## src/rtl/pipeline_ctrl_pkg.sv

```systemverilog
// Shared types and constants for the pipeline sequencing controller.
// Opcodes are the base RV32I majors also used by the main decoder.
package pipeline_ctrl_pkg;

  localparam int REG_ADDR_W_DEF = 5;

  typedef enum logic [1:0] {
    RUN      = 2'd0,
    MEM_WAIT = 2'd1,
    HALT     = 2'd2
  } state_t;

  localparam logic [6:0] OP_R   = 7'b0110011;
  localparam logic [6:0] OP_I   = 7'b0010011;
  localparam logic [6:0] OP_LW  = 7'b0000011;
  localparam logic [6:0] OP_SW  = 7'b0100011;
  localparam logic [6:0] OP_B   = 7'b1100011;
  localparam logic [6:0] OP_JAL = 7'b1101111;

endpackage

```

## src/rtl/pipeline_ctrl_hazard_detect.sv

```systemverilog
// Load-use comparator: a load in EX feeding a source of the ID instruction.
// x0 is hardwired zero, so it never creates a dependency.
module hazard_detect
  import pipeline_ctrl_pkg::*;
#(
  parameter int REG_ADDR_W = REG_ADDR_W_DEF
) (
  input  logic [REG_ADDR_W-1:0] id_rs1,
  input  logic [REG_ADDR_W-1:0] id_rs2,
  input  logic                  id_use_rs1,
  input  logic                  id_use_rs2,
  input  logic [REG_ADDR_W-1:0] ex_rd,
  input  logic                  ex_mem_read,
  output logic                  load_use
);

  logic rd_nz;
  logic hit1;
  logic hit2;

  assign rd_nz    = (ex_rd != '0);
  assign hit1     = id_use_rs1 && (id_rs1 == ex_rd);
  assign hit2     = id_use_rs2 && (id_rs2 == ex_rd);
  assign load_use = ex_mem_read && rd_nz && (hit1 || hit2);

endmodule

```

## src/rtl/pipeline_ctrl.sv

```systemverilog
// Hazard/sequencing controller: stage enables, flushes, memory wait,
// halt on illegal opcode or memory timeout, and a stall counter.
module pipeline_ctrl
  import pipeline_ctrl_pkg::*;
#(
  parameter int REG_ADDR_W  = REG_ADDR_W_DEF,
  parameter int MEM_TIMEOUT = 16,
  parameter int CNT_W       = 32
) (
  input  logic                  clk,
  input  logic                  rst,
  input  logic [REG_ADDR_W-1:0] id_rs1,
  input  logic [REG_ADDR_W-1:0] id_rs2,
  input  logic                  id_use_rs1,
  input  logic                  id_use_rs2,
  input  logic                  id_illegal,
  input  logic [REG_ADDR_W-1:0] ex_rd,
  input  logic                  ex_mem_read,
  input  logic                  ex_branch_taken,
  input  logic                  mem_mem_read,
  input  logic                  mem_mem_write,
  input  logic                  dmem_ready,
  output logic                  pc_en,
  output logic                  ifid_en,
  output logic                  ifid_flush,
  output logic                  idex_flush,
  output logic                  exmem_en,
  output logic                  memwb_bubble,
  output logic                  dmem_req,
  output logic                  halted,
  output logic                  timeout_err,
  output logic [CNT_W-1:0]      stall_count
);

  localparam int WC_W = $clog2(MEM_TIMEOUT);
  localparam logic [WC_W-1:0] WC_MAX = WC_W'(MEM_TIMEOUT - 1);

  state_t          state;
  state_t          state_n;
  logic [WC_W-1:0] wait_cnt;
  logic [WC_W-1:0] wait_n;
  logic            to_n;
  logic            load_use;
  logic            mem_access;
  logic            mem_stall;
  logic            go_halt;

  hazard_detect #(
    .REG_ADDR_W (REG_ADDR_W)
  ) u_hazard (
    .id_rs1      (id_rs1),
    .id_rs2      (id_rs2),
    .id_use_rs1  (id_use_rs1),
    .id_use_rs2  (id_use_rs2),
    .ex_rd       (ex_rd),
    .ex_mem_read (ex_mem_read),
    .load_use    (load_use)
  );

  assign mem_access = mem_mem_read || mem_mem_write;
  assign mem_stall  = mem_access && !dmem_ready;
  // illegal only counts when nothing of higher priority squashes or holds ID
  assign go_halt    = id_illegal && !ex_branch_taken && !load_use;
  assign halted     = (state == HALT);

  always_ff @(posedge clk) begin
    if (rst) begin
      state       <= RUN;
      wait_cnt    <= '0;
      timeout_err <= 1'b0;
      stall_count <= '0;
    end else begin
      state       <= state_n;
      wait_cnt    <= wait_n;
      timeout_err <= to_n;
      if (!pc_en && state != HALT && stall_count != '1)
        stall_count <= stall_count + 1'b1;
    end
  end

  always_comb begin
    state_n = state;
    wait_n  = wait_cnt;
    to_n    = timeout_err;
    unique case (state)
      RUN: begin
        if (mem_stall) begin
          state_n = MEM_WAIT;
          wait_n  = WC_W'(1);
        end else if (go_halt) begin
          state_n = HALT;
        end
      end
      MEM_WAIT: begin
        if (mem_stall) begin
          if (wait_cnt == WC_MAX) begin
            state_n = HALT;
            to_n    = 1'b1;
          end else begin
            wait_n = wait_cnt + 1'b1;
          end
        end else begin
          state_n = go_halt ? HALT : RUN;
          wait_n  = '0;
        end
      end
      HALT: state_n = HALT;
      default: begin
        state_n = RUN;
        wait_n  = '0;
      end
    endcase
  end

  always_comb begin
    pc_en        = 1'b1;
    ifid_en      = 1'b1;
    ifid_flush   = 1'b0;
    idex_flush   = 1'b0;
    exmem_en     = 1'b1;
    memwb_bubble = 1'b0;
    dmem_req     = mem_access;
    if (rst) begin
      pc_en        = 1'b0;
      ifid_en      = 1'b0;
      exmem_en     = 1'b0;
      ifid_flush   = 1'b1;
      idex_flush   = 1'b1;
      memwb_bubble = 1'b1;
      dmem_req     = 1'b0;
    end else if (state == HALT) begin
      pc_en        = 1'b0;
      ifid_en      = 1'b0;
      exmem_en     = 1'b0;
      idex_flush   = 1'b1;
      memwb_bubble = 1'b1;
      dmem_req     = 1'b0;
    end else if (mem_stall) begin
      pc_en        = 1'b0;
      ifid_en      = 1'b0;
      exmem_en     = 1'b0;
      memwb_bubble = 1'b1;
    end else if (ex_branch_taken) begin
      ifid_flush = 1'b1;
      idex_flush = 1'b1;
    end else if (load_use) begin
      pc_en      = 1'b0;
      ifid_en    = 1'b0;
      idex_flush = 1'b1;
    end
  end

endmodule

```

## config.mk

```make
export PLATFORM = sky130hd
export DESIGN_NAME = pipeline_ctrl
export DESIGN_NICKNAME = d
export VERILOG_FILES = /design/src/rtl/pipeline_ctrl_pkg.sv /design/src/rtl/pipeline_ctrl_hazard_detect.sv /design/src/rtl/pipeline_ctrl.sv
export SDC_FILE = /design/constraint.sdc
export NUM_CORES = 1
export LEC_CHECK = 0
export ABC_AREA = 1
export CAP_MARGIN = 20
export CORE_ASPECT_RATIO = 0.75
export CORE_MARGIN = 1.5
export CORE_UTILIZATION = 45
export CTS_CLUSTER_DIAMETER = 120
export DETAILED_ROUTE_END_ITERATION = 10
export GPL_TIMING_DRIVEN = 0
export PLACE_DENSITY = 0.74
export SYNTH_ARGS = -nofsm -noshare
export SYNTH_HDL_FRONTEND = slang
export SYNTH_SLANG_ARGS = --single-unit
```

## constraint.sdc

```tcl
create_clock -name clk -period 4.7 [get_ports clk]
set_input_delay 0.94 -clock clk [delete_from_list [all_inputs] [get_ports clk]]
set_output_delay 0.94 -clock clk [all_outputs]
set_load 0.01 [all_outputs]
```

==> results of run 1 <==
[worst max-delay path by stage]
stage                  to  depth (start not counted)  slack [ps]          start
global route        pc_en                         13         380       ex_rd[0]
CTS                 pc_en                         13         610       ex_rd[4]
detailed placement  pc_en                         13         610       ex_rd[4]
global placement    pc_en                         13         660       ex_rd[4]
floorplan           pc_en                          8        1670  mem_mem_write
finish              pc_en                         13         630       ex_rd[4]
[sequential cells by signal, indices dropped and copies added (netlist names)]
signal / flops
wait_cnt: 4
stall_count: 32
state: 2
timeout_err: 1
[synthesized netlist by cell type]
cell type | n | area [sq um]
sky130_fd_sc_hd__or2_2 | 1 | 6.260
sky130_fd_sc_hd__buf_4 | 1 | 7.510
sky130_fd_sc_hd__dfxtp_1 | 39 | 780.8
sky130_fd_sc_hd__a21oi_2 | 1 | 8.760
sky130_fd_sc_hd__nand3_2 | 1 | 10.01
sky130_fd_sc_hd__inv_1 | 44 | 165.2
sky130_fd_sc_hd__nand2_2 | 2 | 12.51
sky130_fd_sc_hd__nor2_1 | 57 | 214.0
sky130_fd_sc_hd__nand2_1 | 158 | 593.1
sky130_fd_sc_hd__nand2_4 | 1 | 11.26
sky130_fd_sc_hd__o31ai_1 | 1 | 7.510
sky130_fd_sc_hd__a21oi_1 | 38 | 190.2
sky130_fd_sc_hd__buf_6 | 3 | 33.78
sky130_fd_sc_hd__buf_1 | 1 | 3.750
sky130_fd_sc_hd__nand3b_1 | 9 | 67.56
sky130_fd_sc_hd__nor2_2 | 2 | 12.51
sky130_fd_sc_hd__ha_1 | 2 | 25.02
sky130_fd_sc_hd__nor3_1 | 12 | 60.06
sky130_fd_sc_hd__xor2_1 | 14 | 122.6
sky130_fd_sc_hd__nand4_1 | 8 | 50.05
sky130_fd_sc_hd__o41ai_1 | 1 | 8.760
sky130_fd_sc_hd__nor2_4 | 1 | 11.26
sky130_fd_sc_hd__xnor2_1 | 2 | 17.52
sky130_fd_sc_hd__o21ai_0 | 3 | 15.01
sky130_fd_sc_hd__buf_2 | 6 | 30.03
sky130_fd_sc_hd__inv_2 | 1 | 3.750
sky130_fd_sc_hd__clkbuf_1 | 3 | 11.26
sky130_fd_sc_hd__nand3_1 | 47 | 235.2
sky130_fd_sc_hd__a211oi_1 | 1 | 7.510
[cell families after synthesis]
| logic type | count (synthesis) | share of synthesized area (%) |
|---|---|---|
| AND/OR/NAND/NOR | 299 | 47.15 |
| buffers and inverters | 59 | 9.375 |
| AO/OA/AOI/OAI | 45 | 8.732 |
| flip-flops | 39 | 28.68 |
| XOR/XNOR | 16 | 5.147 |
| adder cells (fa/ha/maj) | 2 | 0.9190 |
[worst reg2reg max path, cell delays in order (launching register included)]
cell                      delay (ps)
sky130_fd_sc_hd__dfxtp_1         480
sky130_fd_sc_hd__ha_1            340
sky130_fd_sc_hd__nand2_2         130
sky130_fd_sc_hd__nor3_1          670
sky130_fd_sc_hd__nand3_1         160
sky130_fd_sc_hd__nand2_1         110
sky130_fd_sc_hd__nand3_1          70
sky130_fd_sc_hd__a21oi_1         150
[power groups by stage]
stage	clock network, mW	registers [mW]	logic (mW)
2_1_floorplan	0	0.351	0.0735
6_report	0.230	0.344	0.136
5_1_grt	0.248	0.345	0.150
4_1_cts	0.236	0.344	0.135
3_5_place_dp	0	0.352	0.135
3_3_place_gp	0	0.351	0.132
[cells in the final DEF, fill, tap and decap left out, types with 2 or more instances in the layout]
| cell | instances |
|---|---|
| sky130_fd_sc_hd__nand2_1 | 158 |
| sky130_fd_sc_hd__clkdlybuf4s50_1 | 65 |
| sky130_fd_sc_hd__nor2_1 | 57 |
| sky130_fd_sc_hd__nand3_1 | 47 |
| sky130_fd_sc_hd__inv_1 | 44 |
| sky130_fd_sc_hd__dfxtp_1 | 39 |
| sky130_fd_sc_hd__a21oi_1 | 38 |
| sky130_fd_sc_hd__xor2_1 | 14 |
| sky130_fd_sc_hd__nor3_1 | 12 |
| sky130_fd_sc_hd__nand3b_1 | 9 |
| sky130_fd_sc_hd__nand4_1 | 8 |
| sky130_fd_sc_hd__buf_2 | 6 |
| sky130_fd_sc_hd__clkbuf_8 | 5 |
| sky130_fd_sc_hd__o21ai_0 | 3 |
| sky130_fd_sc_hd__clkbuf_1 | 3 |
| sky130_fd_sc_hd__buf_6 | 3 |
| sky130_fd_sc_hd__nor2_2 | 2 |
| sky130_fd_sc_hd__nand2_2 | 2 |
| sky130_fd_sc_hd__xnor2_1 | 2 |
| sky130_fd_sc_hd__ha_1 | 2 |
| sky130_fd_sc_hd__clkinvlp_4 | 2 |
[metrics by stage]
| stage | std cells | instance area, sq um | setup WS [ps] |
|---|---|---|---|
| floorplan | 460 | 2723 | 1674 |
| CTS | 611 | 3560 | 612.4 |
| detailed placement | 603 | 3471 | 610.4 |
| global placement | 603 | 3471 | 662.1 |
| finish | 611 | 3560 | 630.1 |
| global route | 611 | 3560 | 384.0 |
[final cells by class]
type,count,area (sq um)
sequential,39,780.7
clock buffer,5,68.82
buffer,14,86.33
timing repair buffer,65,650.6
tap,78,97.59
inverter,45,168.9
multi-input combinational,362,1687
fill,590,2266
clock inverter,3,20.02
[routing by layer]
metal	GRT usage [%]	up-vias	routed length (um)
met5	0	-	0
met2	39.17	83	3489
li1	-	1611	-
met1	41.08	1414	4201
met4	5.051	0	74
met3	4.357	9	488
==> results.py, run 1 <==
metrics = {
    "detailed_routing": {
        "wl_per_cell_um": 13.51,
        "ant_nets": 0,
        "num_vias": 3117,
        "remaining_routing_drc_violations": 0,
        "routed_via_density": 5.101,
        "routed_wl_um": 8254,
        "drtPass1Iterations": 5,
        "drt_first_iter_violations": 237,
    },
    "finish": {
        "final_layout_size_suffix_gt1_share_pct": 5.253,
        "area.growth.synth_to_final_pct": 30.74,
        "layout.core_utilization_pct": 61.10,
        "num_antenna_cells": 0,
        "nNetsFinal": 559,
    },
    "setup_path": {
        "timing.critical_path.from_type": "primary input",
        "path_cells": "clkdlybuf4s50_1, inv_1, nand2_1, nand2_1, nor2_1, nand3_1, nand2_1, nand3_1, nand2_2, buf_2, inv_1, buf_4, clkdlybuf4s50_1",
        "timing.critical_path.mode_cell": "sky130_fd_sc_hd__nand2_1",
        "critPathRequiredTime_ps": 3760,
        "crit_path_end_kind": "primary output",
        "critical_path_peak_fanout": 10,
        "timing.critical_path.max_delay_family": "buffers and inverters",
        "reg2reg_slack_ps": 2530,
        "rr_worst_depth": 7,
        "critPathSlowestCell": "sky130_fd_sc_hd__clkdlybuf4s50_1",
        "crit_path_max_incr_delay_ps": 520,
        "worst_r2r_endpoint": "stall_count[30]",
        "r2r_start": "stall_count[0]",
        "crit_type": "in -> out",
        "crit_buf_inv": 6,
        "arrival_ps": 3130,
    },
    "sta": {
        "grt_setup_unrepaired": "no",
        "setup_total_negative_slack_ps": 0,
        "transition_time_at_the_pin_with_the_least_slew_margin_ps": 766.7,
        "slew-limit-headroom_pct": 48.50,
        "setup_viol": 0,
        "report.final.slew_viol_count": 0,
        "worst_hold_margin_ps": 474.9,
        "final_period_minus_worst_setup_slack_ps": 4070,
        "timing.fmax_ghz": 0.2457,
        "finalHoldViolCount": 0,
        "final_period_utilization_pct": 86.59,
        "timing.clock.skew_ps": 7.730,
    },
    "clock_tree": {
        "cts_root_buffer": "sky130_fd_sc_hd__clkbuf_8",
        "clock-sinks": 39,
        "cts_buf_count": 5,
        "cts_post_setup_buffers_inserted": 0,
        "clk_path_buf_depth": 2,
        "htreeDepth": 2,
        "cts_resized": 0,
        "cts_hold_buf": 0,
        "cts_tree": "built",
        "worst_skew_pair.late_latency_ps": 300,
        "clock_slew_at_the_register_clock_pins_of_the_worst_setup_and_hold_paths_ps": 80,
    },
    "power_and_ir_drop": {
        "vdd_ir_drop_max_mv": 0.1161,
        "combinational_share_of_power_pct": 19.2,
        "power_per_cell_area_nw_per_um2": 199.5,
        "swShare_pct": 29.68,
        "sequentialPowerShare_pct": 48.4,
        "power_report.internal_total_mw": 0.4995,
        "static-leakage-power_nw": 1.360,
        "net-switching-power_mw": 0.2108,
        "p_clk_share_pct": 32.4,
        "totalPowerFinal_mw": 0.7102,
    },
    "global_route": {
        "grt_overflow_total": 0,
        "grt_pass1_vias": 2891,
        "grt_first_pass_wirelength_um": 13970,
        "antenna_found_initial": 0,
        "grt_usage_pct": 26.79,
        "grt_start_max_net_pins": 14,
    },
    "logic_synthesis": {
        "syn_area_sq_um": 2723,
        "yosys_register_bits": 39,
        "synth.yosys.seq_area_share_pct": 28.68,
        "synth-warning-count": 0,
        "postSynthCellCount": 460,
        "ys_types": 29,
        "syn_avg_cell_area_sq_um": 5.919,
        "postSynthNetCount": 487,
    },
    "hold_path": {
        "min-delay-start": "timeout_err",
        "whs_path_depth": 2,
        "whs_endpoint": "timeout_err",
        "holdCritPathClass": "reg -> reg",
    },
    "die": {
        "fp.dieW_um": 92.82,
        "die_area_sq_um": 6530,
        "chipHeight_um": 70.36,
        "initial_core_util_pct": 46.74,
        "fp.coreArea_sq_um": 5826,
        "row_count": 24,
        "num_io_pins": 66,
    },
    "placement": {
        "numPortBuffers": 65,
        "place.detailed.hpwl_um": 6653,
        "globalplace.congestion": 0.9705,
    },
    "outcome": {
        "status": "finished clean",
    },
    "flow_run": {
        "timing.max_cap.violations": 0,
    },
}
(Power assumes the default switching activity.)
==> run 2: changes to the inputs <==
Settings changed: SKIP_CTS_REPAIR_TIMING set to 1, TNS_END_PERCENT set to 100.
==> results of run 2 <==
The final DEF is identical to that of run 1; final timing and power are the same.
